--- src/rtl/ldpc_enc_sched.sv ---
// ldpc_enc_sched: shares one bit-serial systematic LDPC encoder among NREQ requesters.
//
// A round-robin arbiter grants one requester per word. The granted info word is
// multiplied by the K x (N-K) parity sub-matrix P one row per cycle (K cycles).
// The codeword {info, parity} is then held on a valid/ready output until it is accepted.
//
// Ports:
//   clk, rst      rising-edge clock, asynchronous active-high reset
//   cfg_we        write row cfg_row of P with cfg_data
//   cfg_row       row index j; cfg_data bit i = P[j][i]
//   cfg_err       sticky flag, set when a write is dropped (during ENC or row >= K)
//   req_valid     per-requester word valid
//   req_info      requester r word at [r*K +: K]
//   req_ready     one-hot grant, only in IDLE
//   out_valid     codeword valid
//   out_ready     sink accepts the codeword
//   out_codeword  {info, parity}
//   out_src       index of the requester that supplied out_codeword
//   busy          scheduler is not idle
module ldpc_enc_sched #(
    parameter int unsigned N    = 6,
    parameter int unsigned K    = 3,
    parameter int unsigned NREQ = 2,
    localparam int unsigned RW  = (K > 1) ? $clog2(K) : 1,
    localparam int unsigned SW  = (NREQ > 1) ? $clog2(NREQ) : 1
) (
    input  logic              clk,
    input  logic              rst,
    input  logic              cfg_we,
    input  logic [RW-1:0]     cfg_row,
    input  logic [N-K-1:0]    cfg_data,
    output logic              cfg_err,
    input  logic [NREQ-1:0]   req_valid,
    input  logic [NREQ*K-1:0] req_info,
    output logic [NREQ-1:0]   req_ready,
    output logic              out_valid,
    input  logic              out_ready,
    output logic [N-1:0]      out_codeword,
    output logic [SW-1:0]     out_src,
    output logic              busy
);

    typedef enum logic [1:0] {StIdle, StEnc, StOut} state_e;

    state_e           state_q;
    logic [N-K-1:0]   p_q [K];
    logic [K-1:0]     info_q;
    logic [N-K-1:0]   acc_q;
    logic [RW-1:0]    cnt_q;
    logic [SW-1:0]    last_grant_q;

    logic [SW-1:0]    grant;
    logic             grant_found;
    logic [K-1:0]     grant_info;
    int unsigned      best_off;
    int unsigned      off;
    logic [N-K-1:0]   acc_next;
    logic             cfg_ok;

    // Round-robin: the valid requester with the smallest cyclic distance past
    // last_grant_q wins.
    always_comb begin
        grant       = '0;
        grant_found = 1'b0;
        grant_info  = '0;
        best_off    = NREQ;
        off         = 0;
        for (int unsigned r = 0; r < NREQ; r++) begin
            off = (r + NREQ - 32'(last_grant_q) - 1) % NREQ;
            if (req_valid[r] && (off < best_off)) begin
                best_off    = off;
                grant       = SW'(r);
                grant_info  = req_info[r*K +: K];
                grant_found = 1'b1;
            end
        end
    end

    always_comb begin
        req_ready = '0;
        if ((state_q == StIdle) && grant_found) begin
            req_ready[grant] = 1'b1;
        end
    end

    assign acc_next = acc_q ^ (info_q[cnt_q] ? p_q[cnt_q] : '0);
    // P is only stable-critical while ENC is reading it row by row.
    assign cfg_ok   = cfg_we && (state_q != StEnc) && (32'(cfg_row) < K);
    assign busy     = (state_q != StIdle);

    always_ff @(posedge clk or posedge rst) begin
        if (rst) begin
            state_q      <= StIdle;
            for (int i = 0; i < K; i++) begin
                p_q[i] <= '0;
            end
            cfg_err      <= 1'b0;
            out_valid    <= 1'b0;
            out_codeword <= '0;
            out_src      <= '0;
            info_q       <= '0;
            acc_q        <= '0;
            cnt_q        <= '0;
            last_grant_q <= SW'(NREQ - 1);
        end else begin
            if (cfg_ok) begin
                p_q[cfg_row] <= cfg_data;
            end else if (cfg_we) begin
                cfg_err <= 1'b1;
            end

            unique case (state_q)
                StIdle: begin
                    if (grant_found) begin
                        info_q       <= grant_info;
                        out_src      <= grant;  // out_valid is low, so no visible glitch
                        last_grant_q <= grant;
                        acc_q        <= '0;
                        cnt_q        <= '0;
                        state_q      <= StEnc;
                    end
                end
                StEnc: begin
                    acc_q <= acc_next;
                    cnt_q <= cnt_q + 1'b1;
                    if (32'(cnt_q) == K - 1) begin
                        out_valid    <= 1'b1;
                        out_codeword <= {info_q, acc_next};
                        state_q      <= StOut;
                    end
                end
                StOut: begin
                    if (out_ready) begin
                        out_valid <= 1'b0;
                        state_q   <= StIdle;
                    end
                end
                default: state_q <= StIdle;
            endcase
        end
    end

endmodule

--- config.mk ---
export PLATFORM = sky130hd
export DESIGN_NAME = ldpc_enc_sched
export DESIGN_NICKNAME = d
export VERILOG_FILES = /design/src/rtl/ldpc_enc_sched.sv
export SDC_FILE = /design/constraint.sdc
export NUM_CORES = 1
export LEC_CHECK = 0
export CAP_MARGIN = 20
export CORE_ASPECT_RATIO = 0.5
export CORE_MARGIN = 1
export CORE_UTILIZATION = 49
export CTS_BUF_LIST = sky130_fd_sc_hd__clkbuf_16
export DETAILED_ROUTE_END_ITERATION = 16
export GPL_TIMING_DRIVEN = 0
export MAX_ROUTING_LAYER = met4
export PLACE_DENSITY = 0.77
export REMOVE_ABC_BUFFERS = 1
export SYNTH_ARGS = -nofsm -noshare
export SYNTH_HDL_FRONTEND = slang
export SYNTH_SLANG_ARGS = --single-unit
export TNS_END_PERCENT = 20
--- constraint.sdc ---
create_clock -name clk -period 2 [get_ports clk]
set_input_delay 0.2 -clock clk [delete_from_list [all_inputs] [get_ports clk]]
set_output_delay 0.2 -clock clk [all_outputs]
set_load 0.01 [all_outputs]
==> results of run 1 <==
synthesized netlist by cell type (all sizes together), types with 3 or more instances:
library cell	count
nand2	11
o2111ai	3
a222oi	3
dfrtp	28
o31a	3
nand3	4
or4	3
mux2	16
a31oi	3
a21o	3
a22oi	4
buf	3
inv	10
o21ai	7
area by class of cell:
cell class              count  area, um2  area share, %
well taps                  37       46.3           2.54
clock buffers               5        125           6.87
repair buffers             29        308           16.9
multi-input cells          75        567           31.1
clock inverters             3       11.3          0.618
flip-flops and latches     29        727           39.9
inverters                  10       37.5           2.06
power by group:
part	internal, uW	switching (uW)	total, uW
sequential	863	196	1060
clock	444	228	672
combinational	595	612	1210
kinds of logic (layout without fill, tap and decap cells):
kind of cell / count (synthesis) / after routing / synth area share (%)
AOI/OAI and AO/OA: 29 / 29 / 15.6
DFF: 29 / 29 / 53.7
and+or+nand+nor: 29 / 29 / 11.5
muxes: 16 / 16 / 13.6
adders and majority gates: 1 / 1 / 0.925
buffers and inverters: 14 / 47 / 4.63
metrics by stage:
step           std cells  TNS (ns)  instance area, um2  setup WS (ns)
2_1_floorplan        114         0                1330          0.445
3_3_place_gp         179         0                1650          0.223
3_5_place_dp         179         0                1650          0.187
4_1_cts              187         0                1790         0.0428
5_1_grt              188    -0.113                1820        -0.0285
6_report             188         0                1820         0.0440
flip-flops by register name, indices dropped and copies added (netlist names):
register,flops
out_valid,1
state_q,2
p_q,9
out_codeword,6
last_grant_q,1
cfg_err,1
acc_q,3
cnt_q,2
info_q,3
out_src,1
worst min-delay path by stage:
stage,cells past startpoint,slack (ns),startpoint,to
after floorplan,1,0.28,rst,acc_q[0]
after global placement,1,0.45,cfg_err,cfg_err
after detailed placement,1,0.45,cfg_err,cfg_err
after CTS,1,0.47,cfg_err,cfg_err
after global routing,2,0.19,rst,out_codeword[4]
final,2,0.16,rst,out_valid
per-layer routing:
| layer | wire, um | up-vias | track usage (%) |
|---|---|---|---|
| li1 | - | 506 | - |
| met1 | 1330 | 512 | 26.4 |
| met2 | 1180 | 35 | 29.7 |
| met3 | 162 | 3 | 6.59 |
| met4 | 15 | 0 | 7.21 |
| met5 | 0 | - | - |
what timing repair did:
action / 4_1_cts / 5_1_grt
buffers inserted: 0 / 0
gates resized for setup: 2 / 0
endpoints found under the setup margin: 2 / 5
pin swaps: 0 / 0
==> results.py, run 1 <==
metrics = {
    "placed_design": {
        "dpl.hpwl_um": 1800,
        "gp_congestion": 0.781,
        "port_buffers": 28,
    },
    "global_routing": {
        "grt_first_pass_wirelength_um": 4170,
        "grt_remaining_overflow": 0,
        "grt_pass1_vias": 851,
        "grt_usage_pct": 20.2,
        "grt_max_degree": 30,
        "antenna_found_initial": 0,
    },
    "die": {
        "row_count": 13,
        "die_w_um": 76.3,
        "io_pins": 29,
        "start_util_pct": 52.0,
        "fp.dieH_um": 39.2,
        "dieArea_mm2": 0.00299,
        "core_area_mm2": 0.00260,
    },
    "yosys": {
        "synth_edf_count": 0,
        "seq_area_frac_synth_pct": 53.7,
        "synth.area.top_cells": "dfrtp_1, mux2_2, inv_1, nand2_1, a222oi_1",
        "synth_cells": 118,
        "synth.distinct_cells": 31,
        "syn_area_per_cell_um2": 11.5,
        "yosys_most_used_dff": "dfrtp_1",
        "synth_top_cell_by_area": "dfrtp_1",
        "ys_ff_latch": 29,
        "netlist.area_leader.share_pct": 51.8,
        "synthArstFlopShare_pct": 100,
        "synthesis.area_mm2": 0.00135,
        "ys_warn_count": 0,
    },
    "sta": {
        "period_share_pct": 97.8,
        "setup_viol": 0,
        "rsz0062_at_grt": "yes",
        "slew_headroom_pct": 60.3,
        "max_freq_mhz": 511,
        "fin_crit_ns": 1.96,
        "clock_skew_ns": 0.00500,
        "slew_violations": 0,
        "hold_violations": 0,
        "holdWs_ns": 0.160,
        "tightestPinTransition_ns": 0.591,
    },
    "power_and_ir_drop": {
        "p_leak_uw": 0.000805,
        "fin_total_pwr_uw": 2940,
        "peakVddDrop_mv": 0.890,
        "power.density_mw_per_mm2": 1610,
    },
    "cts": {
        "cts_buffers": 5,
        "cts_root_buf": "clkbuf_16",
        "clock_sinks": 29,
        "clk_latency_ns": 0.27,
        "ctsHoldBuffers": 0,
        "cts_tree": "yes",
        "clock_path_buffers": 2,
        "cts.clk_slew.worst_paths_ns": 0.05,
        "htree_num_levels": 2,
    },
    "layout": {
        "nNetsFinal": 168,
        "fin_util_pct": 70.0,
        "fillers": 183,
        "diodes": 0,
        "area_growth_pct": 34.7,
        "layout-drive-gt1-share_pct": 17.9,
        "final_cell_mix": "dfrtp_1, clkdlybuf4s50_1, mux2_2",
    },
    "worst_setup_path": {
        "critical_path_arrival_ns": 1.76,
        "cp.required_ns": 1.80,
        "end_kind": "primary output",
        "cp.depth": 3,
        "r2r_setup_slack_ns": 0.13,
        "cp-endpoint": "req_ready[1]",
        "path_max_fanout": 6,
        "worstPathCellList": "nor2_2 -> and3_2 -> clkdlybuf4s50_1",
        "r2r_start": "state_q[1]",
        "critical_path_class": "flip-flop to primary output",
        "critPathBufInv": 1,
        "r2r_end": "out_codeword[1]",
        "reg2regPathDepth": 4,
        "critical_path.slowest_cell": "clkdlybuf4s50_1",
        "cp-start-kind": "flip-flop",
        "max_stage_delay_ns": 0.55,
        "crit_start": "state_q[1]",
        "cp_top_family": "buffers and inverters",
    },
    "route": {
        "drtIter0Drc": 62,
        "wirelength_um": 2690,
        "drcViolationCount": 1,
        "viasPerCell": 5.62,
        "vias": 1056,
        "ant_nets": 0,
        "dr.pass1.iters": 12,
        "wl_per_cell_um": 14.3,
    },
    "outcome": {
        "outcome": "finished with violations",
        "violations": "design-rule violations",
    },
    "min_path": {
        "hp-class": "primary input to async pin",
    },
    "job": {
        "cap_violations": 0,
    },
}
(Power assumes the default switching activity.)
==> run 2: changes to the inputs <==
SETUP_SLACK_MARGIN = 0.5   (was unset)
==> run 2 against run 1 <==
  * The flow still finishes with violations (design-rule violations)
  * Utilization rose by 4.3 points
  * Global-route usage increased by 2.3 points
  * Routed wire length up 16%
  * Flip-flop and latch count unchanged
  * Final cell count is 3.7% higher
  * Worst hold slack improved by 0.018 ns
  * Critical path depth up 2
  * Non-clock buffer count is 6 higher
  * Sequential share of layout area down 2.1 points
  * Combinational power is 21% higher
  * Register-to-register slack better by 0.25 ns
  * Critical path type is now flip-flop to flip-flop
  * Critical endpoint is now out_codeword[2]
  * Largest cell class unchanged
==> results.py, run 2 (synthesized netlist as in run 1, its figures left out) <==
metrics = {
    "outcome": {
        "outcome": "finished with violations",
        "violations": "design-rule violations",
    },
    "layout": {
        "nNetsFinal": 175,
        "top_regs": "p_q (9), out_codeword (6)",
        "final_cell_mix": "dfrtp_1, clkdlybuf4s50_1, mux2_2",
        "largest-register": "p_q",
        "area_growth_pct": 43.0,
        "stdcell_count": 195,
        "layout-drive-gt1-share_pct": 30.4,
        "largest_register_ffs": 9,
        "diodes": 0,
    },
    "sta": {
        "setup-tns-final_ns": 0,
        "setup_ws_ns": 0.375,
        "rsz0062_at_grt": "yes",
        "fin_crit_ns": 1.62,
        "clock_skew_ns": 0.00438,
        "hold_violations": 0,
        "slew_headroom_pct": 58.8,
        "tightestPinTransition_ns": 0.613,
        "period_share_pct": 81.2,
        "holdWs_ns": 0.177,
        "max_freq_mhz": 616,
        "slew_violations": 0,
        "setup_viol": 0,
    },
    "route": {
        "vias": 1085,
        "wirelength_um": 3130,
        "drtIter0Drc": 93,
        "viasPerCell": 5.56,
        "drcViolationCount": 1,
        "ant_nets": 0,
        "wl_per_cell_um": 16.0,
        "dr.pass1.iters": 10,
    },
    "cts": {
        "clock_path_buffers": 2,
        "cts_root_buf": "clkbuf_16",
        "htree_num_levels": 2,
        "clk_latency_ns": 0.27,
        "cts_tree": "yes",
        "clock_sinks": 29,
        "cts.clk_slew.worst_paths_ns": 0.05,
        "cts_buffers": 5,
    },
    "die": {
        "io_pins": 29,
        "row_count": 13,
        "die_w_um": 76.3,
        "start_util_pct": 52.0,
        "core_area_mm2": 0.00260,
        "fp.dieH_um": 39.2,
        "dieArea_mm2": 0.00299,
    },
    "power_and_ir_drop": {
        "p_leak_uw": 0.000852,
        "peakVddDrop_mv": 0.918,
        "power.density_mw_per_mm2": 1670,
    },
    "worst_setup_path": {
        "critical_path_class": "flip-flop to flip-flop",
        "critical_path_arrival_ns": 1.76,
        "r2r_start": "cnt_q[1]",
        "reg2regPathDepth": 5,
        "r2r_end": "out_codeword[2]",
        "cp-start-kind": "flip-flop",
        "end_kind": "flip-flop",
        "r2r_setup_slack_ns": 0.38,
        "cp.required_ns": 2.14,
        "path_max_fanout": 7,
    },
    "global_routing": {
        "grt_pass1_vias": 942,
        "antenna_found_initial": 0,
        "grt_remaining_overflow": 0,
        "grt_first_pass_wirelength_um": 4660,
        "grt_usage_pct": 22.5,
        "grt_max_degree": 30,
    },
    "job": {
        "cap_violations": 0,
    },
    "min_path": {
        "hp-class": "primary input to async pin",
    },
    "placed_design": {
        "place_inst": 179,
        "port_buffers": 28,
        "gp_congestion": 0.781,
        "dpl.hpwl_um": 1800,
        "dpl_worst_slack_ns": 0.187,
    },
}
[run 2: cell types whose count changed in the layout (fill, tap and decap cells not counted), sizes merged]
cell | before | now
buf | 1 | 9
dlygate4sd2 | 0 | 1
a22oi | 4 | 5
clkdlybuf4s50 | 28 | 25
[run 2: cell type report]
type	count	area, um2
Sequential cell	29	731
Timing Repair Buffer	35	345
Inverter	10	37.5
Tap cell	37	46.3
Clock inverter	3	11.3
Clock buffer	5	125
Fill cell	164	668
Multi-Input combinational cell	76	638
[run 2: routing by layer]
metal | global-route usage [%] | vias up | share of wire [%]
li1 | - | 516 | -
met1 | 29.6 | 536 | 47
met2 | 33.8 | 31 | 49
met3 | 6.59 | 2 | 3.6
met4 | 7.21 | 0 | 0.67
met5 | - | - | 0
[run 2: worst max-delay path by stage]
stage	startpoint	endpoint	slack, ns	depth (start not counted)
finish	cnt_q[1]	out_codeword[2]	0.38	5
global route	cnt_q[1]	out_codeword[2]	0.32	5
CTS	cnt_q[1]	out_codeword[2]	0.47	4
detailed placement	state_q[1]	out_codeword[2]	0.19	4
global placement	state_q[0]	out_codeword[2]	0.22	4
floorplan	state_q[0]	out_codeword[0]	0.45	4
[run 2: metrics by stage]
stage | utilization, % | cell area, um2 | total power, uW
6_report | 74.3 | 1930 | 3230
3_3_place_gp | 63.6 | 1650 | 2190
3_5_place_dp | 63.6 | 1650 | 2230
5_1_grt | 74.3 | 1930 | 3440
2_1_floorplan | - | 1330 | 1800
4_1_cts | 72.5 | 1890 | 3150
[run 2: power by group]
group | switching [uW] | internal, uW | total, uW | leakage (uW)
clock | 231 | 445 | 676 | 0.0000738
sequential | 218 | 869 | 1090 | 0.000351
combinational | 737 | 733 | 1470 | 0.000427
total | 1190 | 2050 | 3230 | 0.000852
[run 2: timing repair]
item	in CTS	in global routing
resized for setup	28	5
hold buffers	0	0
gates cloned	1	0
pin swaps	2	4
endpoints found under the setup margin	24	18
setup buffers	5	1
[run 2: critical path, stage by stage, from the launching register on]
cell     delay (ns)
dfrtp_2        0.47
buf_4          0.16
mux2_4         0.30
a22oi_2        0.30
or4_1          0.18
nand3_1        0.08
==> run 3: changes to the inputs <==
clock period = 1.55 ns   (was 2 ns; I/O delays follow)
==> run 3 against run 2 <==
  * The run ends with design-rule violations, negative setup slack left
  * Routed wire length increased by 10%
  * Clock-buffer cell count did not move
  * Sequential power is 31% higher
  * Largest cell class unchanged
  * Final cell count up 3.1%
  * Worst hold slack lost 0.060 ns
  * Non-clock buffer count up 6
  * Via count grew 7.1%
  * Total power increased by 43%
  * Critical path depth down 1
  * Global-route usage increased by 1.4 points
  * Die area is the same
==> results.py, run 3 (synthesized netlist as in run 1, its figures left out) <==
metrics = {
    "outcome": {
        "outcome": "finished with violations",
        "violations": "design-rule violations, negative setup slack",
    },
    "job": {
        "cap_violations": 0,
    },
    "layout": {
        "largest-register": "p_q",
        "area_growth_pct": 55.4,
        "diodes": 0,
        "mostFrequentLayoutCell": "dfrtp_1",
        "final_cell_mix": "dfrtp_1, clkdlybuf4s50_1, inv_1",
        "fillers": 131,
        "largest_register_ffs": 9,
        "top_regs": "p_q (9), out_codeword (6)",
        "final_area_mm2": 0.00210,
        "nNetsFinal": 181,
        "layout-drive-gt1-share_pct": 36.6,
    },
    "sta": {
        "setup-tns-final_ns": -0.128,
        "rsz0062_at_grt": "yes",
        "slew_violations": 0,
        "fin_crit_ns": 1.62,
        "clock_skew_ns": 0.00717,
        "setup_viol": 4,
        "setup_ws_ns": -0.0688,
        "slew_headroom_pct": 71.6,
        "max_freq_mhz": 618,
        "hold_violations": 0,
        "period_share_pct": 104,
        "tightestPinTransition_ns": 0.425,
    },
    "worst_setup_path": {
        "critical_path_arrival_ns": 1.80,
        "end_kind": "flip-flop",
        "cp-start-kind": "flip-flop",
        "critical_path_class": "flip-flop to flip-flop",
        "path_max_fanout": 7,
        "cp.required_ns": 1.73,
    },
    "die": {
        "start_util_pct": 52.0,
        "core_area_mm2": 0.00260,
        "io_pins": 29,
        "die_w_um": 76.3,
        "fp.dieH_um": 39.2,
        "row_count": 13,
        "dieArea_mm2": 0.00299,
    },
    "cts": {
        "cts.clk_slew.worst_paths_ns": 0.05,
        "cts_tree": "yes",
        "cts_buffers": 5,
        "clock_sinks": 29,
        "clock_path_buffers": 2,
        "clk_latency_ns": 0.27,
        "htree_num_levels": 2,
        "cts_root_buf": "clkbuf_16",
    },
    "global_routing": {
        "grt_usage_pct": 23.9,
        "grt_pass1_vias": 983,
        "grt_first_pass_wirelength_um": 4870,
        "antenna_found_initial": 0,
        "grt_max_degree": 30,
        "grt_remaining_overflow": 0,
    },
    "placed_design": {
        "gp_congestion": 0.781,
        "dpl.hpwl_um": 1800,
        "port_buffers": 28,
        "dpl_worst_slack_ns": -0.263,
        "placed_area_mm2": 0.00165,
    },
    "power_and_ir_drop": {
        "peakVddDrop_mv": 1.33,
        "fin_total_pwr_uw": 4630,
        "power.density_mw_per_mm2": 2200,
        "p_leak_uw": 0.000964,
    },
    "route": {
        "viasPerCell": 5.78,
        "drcViolationCount": 1,
        "drtIter0Drc": 151,
        "wl_per_cell_um": 17.1,
        "ant_nets": 0,
        "vias": 1162,
        "dr.pass1.iters": 13,
        "wirelength_um": 3440,
    },
    "min_path": {
        "hp-class": "primary input to async pin",
    },
}
==> run 3: stage by stage <==
stage | hold slack, ns | cells | util [%]
final | 0.118 | 201 | 80.8
after global routing | 0.138 | 201 | 80.8
after CTS | 0.463 | 198 | 75.2
after floorplan | 0.232 | 114 | -
after detailed placement | 0.452 | 179 | 63.6
after global placement | 0.446 | 179 | 63.6
==> run 3: layout make-up <==
cell class	instances	area [um2]	area share, %
Clock inverter	3	11.3	0.536
Timing Repair Buffer	41	432	20.5
Sequential cell	29	731	34.8
Tap cell	37	46.3	2.20
Clock buffer	5	125	5.95
Multi-Input combinational cell	76	717	34.1
Inverter	10	40.0	1.90
==> run 3: what timing repair did <==
action	in CTS	in global routing
pin swaps	4	7
gates resized for setup	38	27
setup endpoints to repair	69	41
cloned	1	0
buffers inserted	10	2
hold buffers	0	0
==> run 3: path summary, 6_finish.rpt <==
kind	from	slack (ns)	cells after the start	to
setup / recovery	cnt_q[1]	-0.07	4	acc_q[2]
hold / removal	rst	0.12	2	out_codeword[4]
setup reg to reg	cnt_q[1]	-0.07	4	acc_q[2]
hold reg to reg	cfg_err	0.47	1	cfg_err
max in group asynchronous	rst	0.95	3	last_grant_q
min in group clk	cfg_err	0.47	1	cfg_err
==> run 3: critical path, stage by stage (launching register included) <==
cell and delay (ns):
dfrtp_2 0.44, mux2_2 0.37, a22oi_1 0.35, o21ai_0 0.16
a31oi_1 0.21
==> run 3: per-layer routing <==
| metal | part of all wire [%] | vias to the layer above | wire length, um | track usage (%) |
|---|---|---|---|---|
| li1 | - | 532 | - | - |
| met1 | 43 | 572 | 1480 | 30.1 |
| met2 | 49 | 52 | 1700 | 37.4 |
| met3 | 6.5 | 6 | 223 | 7.06 |
| met4 | 1.1 | 0 | 38 | 9.13 |
| met5 | 0 | - | 0 | - |
==> run 3: report_power, final <==
part | total [uW] | internal (uW) | switching (uW)
sequential | 1430 | 1120 | 307
combinational | 2330 | 1220 | 1100
clock | 872 | 574 | 298
